<file path="src/rtl/komandara_arb_pkg.sv">
// Shared types and helpers for the komandara stream arbiter.
package komandara_arb_pkg;

  // Lock FSM states; ARB_LOCKED exists only when burst lock is built in.
  typedef enum logic [0:0] {
    ARB_IDLE   = 1'b0,
    ARB_LOCKED = 1'b1
  } arb_state_e;

  // Smallest requester count that makes arbitration meaningful.
  localparam int ARB_MIN_REQ = 2;

  // Width of a requester index.
  function automatic int arb_id_width(input int n);
    return $clog2(n);
  endfunction

endpackage

</file>
<file path="src/rtl/komandara_rr_pick.sv">
// Combinational round-robin pick: first set bit of req at or above ptr,
// wrapping from NUM_REQ-1 back to 0.
module komandara_rr_pick
  import komandara_arb_pkg::*;
#(
  parameter int NUM_REQ = 4,
  localparam int ID_WIDTH = arb_id_width(NUM_REQ)
) (
  input  logic [NUM_REQ-1:0]  req,
  input  logic [ID_WIDTH-1:0] ptr,
  output logic [NUM_REQ-1:0]  gnt,
  output logic [ID_WIDTH-1:0] gnt_idx,
  output logic                any_valid
);

  logic [ID_WIDTH-1:0] idx;

  // Walk the requesters in priority order starting at ptr; the first hit wins.
  always_comb begin
    gnt       = '0;
    gnt_idx   = '0;
    any_valid = 1'b0;
    idx       = '0;
    for (int i = 0; i < NUM_REQ; i++) begin
      idx = ID_WIDTH'((int'(ptr) + i) % NUM_REQ);
      if (!any_valid && req[idx]) begin
        gnt[idx]  = 1'b1;
        gnt_idx   = idx;
        any_valid = 1'b1;
      end
    end
  end

endmodule

</file>
<file path="src/rtl/komandara_stream_arbiter.sv">
// Round-robin N:1 valid/ready stream arbiter with a registered single-entry
// output stage. Optional burst lock is compiled in with the macro
// KOMANDARA_ARB_BURST_LOCK_EN: once a requester starts a multi-beat burst the
// grant stays on it until its last beat is accepted.
//
// Handshake: a beat moves on a side when valid and ready are both high at the
// rising clock edge. Upstream, s_ready_o is one-hot or zero and is only raised
// for the current winner while the output stage is free (empty or draining).
// Downstream, m_* stays stable while m_valid_o is high and m_ready_i is low.
module komandara_stream_arbiter
  import komandara_arb_pkg::*;
#(
  parameter int NUM_REQ    = 4,
  parameter int DATA_WIDTH = 32,
  localparam int ID_WIDTH  = arb_id_width(NUM_REQ)
) (
  input  logic                                clk_i,
  input  logic                                rst_ni,
  input  logic [NUM_REQ-1:0][DATA_WIDTH-1:0]  s_data_i,
  input  logic [NUM_REQ-1:0]                  s_valid_i,
  input  logic [NUM_REQ-1:0]                  s_last_i,
  output logic [NUM_REQ-1:0]                  s_ready_o,
  output logic [DATA_WIDTH-1:0]               m_data_o,
  output logic [ID_WIDTH-1:0]                 m_id_o,
  output logic                                m_last_o,
  output logic                                m_valid_o,
  input  logic                                m_ready_i
);

  if (NUM_REQ < ARB_MIN_REQ) begin : g_bad_num_req
    $error("komandara_stream_arbiter: NUM_REQ must be at least 2");
  end

  logic                load_en;
  logic                accept;
  logic                adv_ptr;
  logic [ID_WIDTH-1:0] ptr_q;
  logic [NUM_REQ-1:0]  pick_gnt;
  logic [ID_WIDTH-1:0] pick_idx;
  logic                pick_any;
  logic [NUM_REQ-1:0]  gnt_vec;
  logic [ID_WIDTH-1:0] win_idx;
  logic                win_valid;

  komandara_rr_pick #(
    .NUM_REQ (NUM_REQ)
  ) u_pick (
    .req       (s_valid_i),
    .ptr       (ptr_q),
    .gnt       (pick_gnt),
    .gnt_idx   (pick_idx),
    .any_valid (pick_any)
  );

  // Output stage can take a beat when empty or when its beat leaves this cycle.
  assign load_en = ~m_valid_o | m_ready_i;
  assign accept  = load_en & win_valid;

`ifdef KOMANDARA_ARB_BURST_LOCK_EN
  arb_state_e          state_q, state_d;
  logic [ID_WIDTH-1:0] lock_q, lock_d;

  // Winner: the round-robin pick in IDLE, the locked requester in LOCKED.
  always_comb begin
    win_idx   = pick_idx;
    win_valid = pick_any;
    gnt_vec   = pick_gnt;
    if (state_q == ARB_LOCKED) begin
      win_idx          = lock_q;
      win_valid        = s_valid_i[lock_q];
      gnt_vec          = '0;
      gnt_vec[lock_q]  = s_valid_i[lock_q];
    end
  end

  // Lock FSM: a non-last beat opens a burst, the last beat closes it.
  always_comb begin
    state_d = state_q;
    lock_d  = lock_q;
    adv_ptr = 1'b0;
    case (state_q)
      ARB_IDLE: begin
        if (accept) begin
          if (s_last_i[win_idx]) begin
            adv_ptr = 1'b1;
          end else begin
            state_d = ARB_LOCKED;
            lock_d  = win_idx;
          end
        end
      end
      ARB_LOCKED: begin
        if (accept && s_last_i[win_idx]) begin
          state_d = ARB_IDLE;
          adv_ptr = 1'b1;
        end
      end
      default: state_d = ARB_IDLE;
    endcase
  end

  // Lock FSM state register.
  always_ff @(posedge clk_i or negedge rst_ni) begin
    if (!rst_ni) begin
      state_q <= ARB_IDLE;
      lock_q  <= '0;
    end else begin
      state_q <= state_d;
      lock_q  <= lock_d;
    end
  end
`else
  // Without burst lock every beat is arbitrated and every accept moves the pointer.
  assign win_idx   = pick_idx;
  assign win_valid = pick_any;
  assign gnt_vec   = pick_gnt;
  assign adv_ptr   = accept;
`endif

  // Ready is forced low during reset so upstream never sees a handshake then.
  assign s_ready_o = (rst_ni && load_en) ? gnt_vec : '0;

  // Round-robin pointer: the requester after the last winner gets top priority.
  always_ff @(posedge clk_i or negedge rst_ni) begin
    if (!rst_ni) begin
      ptr_q <= '0;
    end else if (adv_ptr) begin
      ptr_q <= (win_idx == ID_WIDTH'(NUM_REQ - 1)) ? '0 : win_idx + 1'b1;
    end
  end

  // Output register: load the winner's beat, drain, or hold under stall.
  always_ff @(posedge clk_i or negedge rst_ni) begin
    if (!rst_ni) begin
      m_valid_o <= 1'b0;
      m_data_o  <= '0;
      m_id_o    <= '0;
      m_last_o  <= 1'b0;
    end else if (load_en) begin
      m_valid_o <= accept;
      if (accept) begin
        m_data_o <= s_data_i[win_idx];
        m_id_o   <= win_idx;
        m_last_o <= s_last_i[win_idx];
      end
    end
  end

`ifndef SYNTHESIS
  a_ready_onehot0 : assert property (@(posedge clk_i) disable iff (!rst_ni)
    $onehot0(s_ready_o));

  a_stall_stable : assert property (@(posedge clk_i) disable iff (!rst_ni)
    (m_valid_o && !m_ready_i) |=>
      (m_valid_o && $stable(m_data_o) && $stable(m_id_o) && $stable(m_last_o)));
`endif

endmodule

</file>
<file path="config.mk">
export PLATFORM = sky130hd
export DESIGN_NAME = komandara_stream_arbiter
export DESIGN_NICKNAME = d
export VERILOG_FILES = /design/src/rtl/komandara_arb_pkg.sv /design/src/rtl/komandara_rr_pick.sv /design/src/rtl/komandara_stream_arbiter.sv
export SDC_FILE = /design/constraint.sdc
export NUM_CORES = 1
export LEC_CHECK = 0
export ABC_AREA = 1
export CAP_MARGIN = 20
export CORE_ASPECT_RATIO = 0.6
export CORE_MARGIN = 1.5
export CORE_UTILIZATION = 40
export DETAILED_ROUTE_END_ITERATION = 12
export GPL_TIMING_DRIVEN = 1
export PLACE_DENSITY = 0.89
export SETUP_SLACK_MARGIN = 0.4
export SLEW_MARGIN = 20
export SYNTH_ARGS = -nofsm -noshare
export SYNTH_HDL_FRONTEND = slang
export SYNTH_SLANG_ARGS = --single-unit
</file>
<file path="constraint.sdc">
create_clock -name clk_i -period 2.95 [get_ports clk_i]
set_input_delay 0.885 -clock clk_i [delete_from_list [all_inputs] [get_ports clk_i]]
set_output_delay 0.885 -clock clk_i [all_outputs]
set_load 0.05 [all_outputs]
</file>
# After elaboration in Yosys (flattened, before gate mapping)

Index checks and enable logic that the tools add are counted.

Muxes and demuxes: 34
Magnitude comparators: 9
Bitwise logic cells: 6
Equality and inequality tests: 1
$add $sub $neg: 4
Reduce and logical (&&, ||, !) cells: 12

Operators with widths:

| cell                                                                   | count |
|---|---|
| 32-bit binary-select mux with 2-bit select                             | 1 |
| 32-bit two-way mux                                                     | 1 |
| 4-bit two-way mux                                                      | 5 |
| 2-bit by 3-bit < comparator with 1-bit output (second input constant)  | 5 |
| 1-bit two-way mux                                                      | 13 |
| 4-bit bitwise OR                                                       | 3 |
| 1-bit binary-select mux with 2-bit select                              | 5 |
| 2-bit two-way mux                                                      | 5 |
| 1-bit demux with 2-bit select                                          | 4 |
| 2-bit by 1-bit >= comparator with 1-bit output (second input constant) | 4 |
| 1-bit logical AND                                                      | 8 |
| 2-bit by 1-bit adder with 2-bit output (second input constant)         | 2 |
| 2-bit adder (second input constant)                                    | 2 |
| 1-bit logical NOT                                                      | 3 |
| 2-bit == test (second input constant)                                  | 1 |
| 2-bit AND reduction                                                    | 1 |
| 1-bit AND                                                              | 1 |
| 1-bit NOT                                                              | 1 |
| 1-bit bitwise OR                                                       | 1 |

Output and inout port bits: 40
Bits of input ports: 139
Register bits: 38
Word-level logic and storage cells: 71

# Longest topological paths before layout

Depth after elaboration: 14
Mapped depth: 18
Gate-level depth less buffers: 16

# By module

From an unflattened synthesis, not the netlist that was laid out.

Cell total of the unflattened synthesis: 628
Area, all modules: 3467.1 um^2

By module, submodules not included:

| module                   | sequential area each (um^2) | instances | area each (um^2) | cells each |
|---|---|---|---|---|
| komandara_stream_arbiter | 950.9                       | 1         | 3026.7           | 554 |
| komandara_rr_pick        | 0.0                         | 1         | 440.4            | 74 |

# Worst setup path after synthesis

OpenSTA, ideal clock, no wires.

Path kind: register to output
Start point: register ptr_q[0]
End point: output port s_ready_o[0]
Buffers on the path: 0
Required time: 2065 ps
Slack: 45 ps
Stages on the path, launching flop included: 12
Arrival time: 2020 ps
Path through: dfrtp_1 inv_2 ha_1 inv_1 nand3_1 nand2_1 inv_2 nor2_8 nand3_2 o21ai_0 nand2_1 inv_1

Longest elaborated chain between the ends: 13

RTL lines:

| element                                                                                | line                            | RTL |
|---|---|---|
| start, declared                                                                        | komandara_stream_arbiter.sv:37  | `logic [ID_WIDTH-1:0] ptr_q;` |
| start signal, assigned                                                                 | komandara_stream_arbiter.sv:128 | `ptr_q <= (win_idx == ID_WIDTH'(NUM_REQ - 1)) ? '0 : win_idx + 1'b1;` |
| branches (longest 11 deep; another with 2-bit by 3-bit < comparator with 1-bit output) | n/a                             |  |
| 4-bit two-way mux (*)                                                                  | komandara_rr_pick.sv:26         | `if (!any_valid && req[idx]) begin` |
| 4-bit two-way mux (*)                                                                  | komandara_stream_arbiter.sv:121 | `assign s_ready_o = (rst_ni && load_en) ? gnt_vec : '0;` |
| end, declared                                                                          | komandara_stream_arbiter.sv:22  | `output logic [NUM_REQ-1:0] s_ready_o,` |

Every way passes the cells marked *. The select of a mux whose other input is x is not followed.

# Final worst setup path

Start point: input port s_valid_i[0]
End point: output port s_ready_o[1]

Longest elaborated chain between the ends: 13

RTL lines:

| element                                   | line                            | RTL |
|---|---|---|
| start, declared                           | komandara_stream_arbiter.sv:20  | `input logic [NUM_REQ-1:0] s_valid_i,` |
| 1-bit binary-select mux with 2-bit select | komandara_rr_pick.sv:26         |  |
| 1-bit two-way mux (implied by the code)   | komandara_rr_pick.sv:26         |  |
| 1-bit two-way mux                         | komandara_rr_pick.sv:26         |  |
| 1-bit logical NOT                         | komandara_rr_pick.sv:26         |  |
| 1-bit logical AND                         | komandara_rr_pick.sv:26         |  |
| 1-bit two-way mux                         | komandara_rr_pick.sv:26         |  |
| 1-bit logical NOT                         | komandara_rr_pick.sv:26         |  |
| 1-bit logical AND                         | komandara_rr_pick.sv:26         |  |
| 1-bit two-way mux                         | komandara_rr_pick.sv:26         |  |
| 1-bit logical NOT                         | komandara_rr_pick.sv:26         |  |
| 1-bit logical AND                         | komandara_rr_pick.sv:26         |  |
| 4-bit two-way mux (*)                     | komandara_rr_pick.sv:26         |  |
| 4-bit two-way mux (*)                     | komandara_stream_arbiter.sv:121 |  |

Every way passes the cells marked *; elsewhere a longest branch is shown, timed or not. The select of a mux whose other input is x is not followed.

==> impl_results.md <==
- Clk pin slew, worst setup/hold paths: 0.06 ns
- TritonCTS buffer count: 5
- Vias: 4,228
- Clock tree buffer depth: 2
- Final Max Tran Viols: 0
- Syn Area/Cell: 6.06 sq um
- Crit path max fanout: 3
- Async S/R FF share, synth: 100%
- Cell breakdown of the critical path: buf_8 -> nand2_4 -> nand2_4 -> nand2_4 -> nand2_8 -> buf_6 -> nand2_1 -> o21ai_1 -> a31oi_1 -> o21ai_1 -> nand2_1 -> clkinvlp_4 -> buf_12
- Core region area: 0.00801 sq mm
- Remaining DRCs: 0
- Warnings, synthesis: 0
- Yosys top cell area share: 28.2%
- Slew headroom: 61.6%
- DR pass1 iterations: 5
- Placed insts: 843
- Clock sinks: 38
- Ports: 179
- Die Area: 0.00901 sq mm
- Final hold slack: 0.490 ns
- Slowest cell on crit path: a31oi_1
- Fin nets: 896
- Synth top cells by count: 173 x nand2_1, 120 x nand3_1, 111 x inv_1
- Setup ws final: -0.108 ns
- Die H: 74.1 um
- Global Route Usage Sum: 26.8%
- Hold Vio Cnt, Final: 0
- Seq cells post-synth: 38
- TNS Setup: -0.250 ns
- Initial drt markers: 260
- Antenna violations before repair: 0
- Critical path arrival: 2.17 ns
- Global-route wire length before repair: 19,100 um
- Crit. End Element: primary output
- Count of cell types in the netlist: 30
- Final GP Congestion: 0.972
- Vias in the first global route: 4,121
- Max-cap violations: 0
- TritonCTS clock tree: yes
- Kind of critical path: in2out
- Remaining Overflow, GRT: 0
- Number of diodes: 0
- PortBufs: 178
- Req. time, crit path: 2.07 ns
- Status: finished, violations left
- Post-synth EDFFs: 0
- Per-cell routed wire length: 13.9 um
- Synthesized net count: 702
- Clock Latency Late Sink: 0.28 ns
- Via density per instance: 4.93
- Final Setup Violations: 4
- RSZ-0062 raised after global routing: true
- Root buffer cell: clkbuf_16
- Most numerous cell in the Yosys netlist: nand2_1
- GR met2 Demand/Resource: 46.5%
- Placed wire-length estimate: 9260 um
- WL final: 11,900 um
- Met3 Use GR: 5.75%
- Hold-fix buffers, CTS: 0
- Top_reg_cell synth: dfrtp_1
- Slew @ Worst Pin: 0.575 ns
- Buf+Inv Stages, Crit Path: 4
- Register area share after synthesis: 28.2%
- CP Launch Type: primary input
- Max incr delay on CP: 0.17 ns
- Fillers: 595
- Layout cells sized above 1: 14.8%
- Largest net degree at the start of global routing: 54
- H-tree levels: 2
- Yosys top cell by area: dfrtp_1
- Tcrit/Tclk final: 104%
- Antenna viol nets, final: 0
- Met1 global-route usage: 34.1%
- Layout Area Growth over Synthesis: 73.5%
- Die Width: 122 um
- Fmax: 327 MHz
- # rows: 25
- GR peak layer: met2
- Post-synthesis cell area: 0.00337 sq mm
- Initial Util: 42.1%
- Fin cells: 857
- Post-layout min period: 3.06 ns
- Failing checks: negative setup slack
- Cells after synthesis: 556
- Clock Skews: 0.00494 ns
- Cell family with most CP delay: buffers and inverters
- HP Class: reg2reg
- Most common cell on crit path: nand2_4
- Top post-synthesis cells by area: dfrtp_1 28%, nand2_1 19%, nand3_1 18%
-- area by class of cell --
type | instances | area, sq um | area share [%]
Sequential cell | 38 | 953 | 16.3
Clock buffer | 6 | 139 | 2.37
Multi-Input combinational cell | 375 | 1970 | 33.7
Inverter | 116 | 465 | 7.96
Timing Repair Buffer | 214 | 2180 | 37.3
Tap cell | 108 | 135 | 2.31
-- cells in the final DEF, fill, tap and decap left out, drive strengths merged, types with 4 or more instances in the layout --
| master | synthesis | layout |
|---|---|---|
| clkinvlp | 0 | 4 |
| a31oi | 4 | 4 |
| nor2 | 5 | 5 |
| inv | 115 | 111 |
| ha | 7 | 7 |
| nand2 | 181 | 181 |
| clkbuf | 10 | 7 |
| or2 | 36 | 36 |
| nand3 | 124 | 124 |
| o21ai | 10 | 10 |
| buf | 17 | 44 |
| dfrtp | 38 | 38 |
| clkdlybuf4s50 | 0 | 169 |
-- metrics by stage --
step | area (sq um) | setup slack, ns | util [%]
finish | 5850 | -0.108 | 73.1
global route | 5850 | -0.177 | 73.1
CTS | 5680 | -0.0478 | 70.9
detailed placement | 5490 | -0.518 | 68.5
global placement | 5490 | -0.413 | 68.5
floorplan | 3430 | 0.168 | -
-- path summary, 6_finish.rpt --
path                            depth (start not counted)  slack (ns)      endpoint    startpoint
worst min-delay path                                    2        0.49  m_data_o[17]  m_data_o[17]
worst max-delay path                                   13       -0.11  s_ready_o[1]  s_valid_i[0]
min in group asynchronous                               2        0.73  m_data_o[22]        rst_ni
worst min register to register                          2        0.49  m_data_o[17]  m_data_o[17]
worst max register to register                         18        0.49  m_data_o[29]      ptr_q[0]
max in group asynchronous                               2        1.86      ptr_q[1]        rst_ni
-- worst register-to-register path, cell delays in order (launching register included) --
cell and delay [ns]:
dfrtp_2 0.38, inv_4 0.05, ha_4 0.30, inv_4 0.04, nand3_2 0.07, nand2_2 0.08, inv_4 0.09, nand2_4 0.08
buf_4 0.14, buf_4 0.13, buf_4 0.13, nand2_1 0.08, nand2_2 0.09, nand2_4 0.14, clkbuf_16 0.21, buf_6 0.13
nand2_1 0.05, nand3_1 0.09, nand3_1 0.07
-- flip-flops by register name, summed over array words and instances, names as in the netlist --
register	flops
m_valid_o	1
m_id_o	2
m_data_o	32
ptr_q	2
m_last_o	1
-- routing by layer --
metal	vias to the layer above	wire [um]
met5	-	0
met4	0	227
met3	20	977
met2	204	5640
met1	1928	5080
li1	2076	-
-- cell families (layout without fill, tap and decap cells) --
kind of cell | Yosys count | after routing | synth area share, %
buffers and inverters | 143 | 336 | 17.5
AO/OA/AOI/OAI | 20 | 20 | 3.38
flip-flops | 38 | 38 | 28.2
adder cells (fa/ha/maj) | 7 | 7 | 2.60
AND/OR/NAND/NOR | 348 | 348 | 48.3
-- repair_timing --
action                                  4_1_cts  5_1_grt
buffers inserted                              3        4
endpoints found under the setup margin       41        8
resized for setup                            32       28
pin swaps                                    11       12
gates cloned                                  0        1
Power is left out: the tool's default activity adds up to more than one toggle a clock period on the data nets, which glitch-free logic cannot reach.
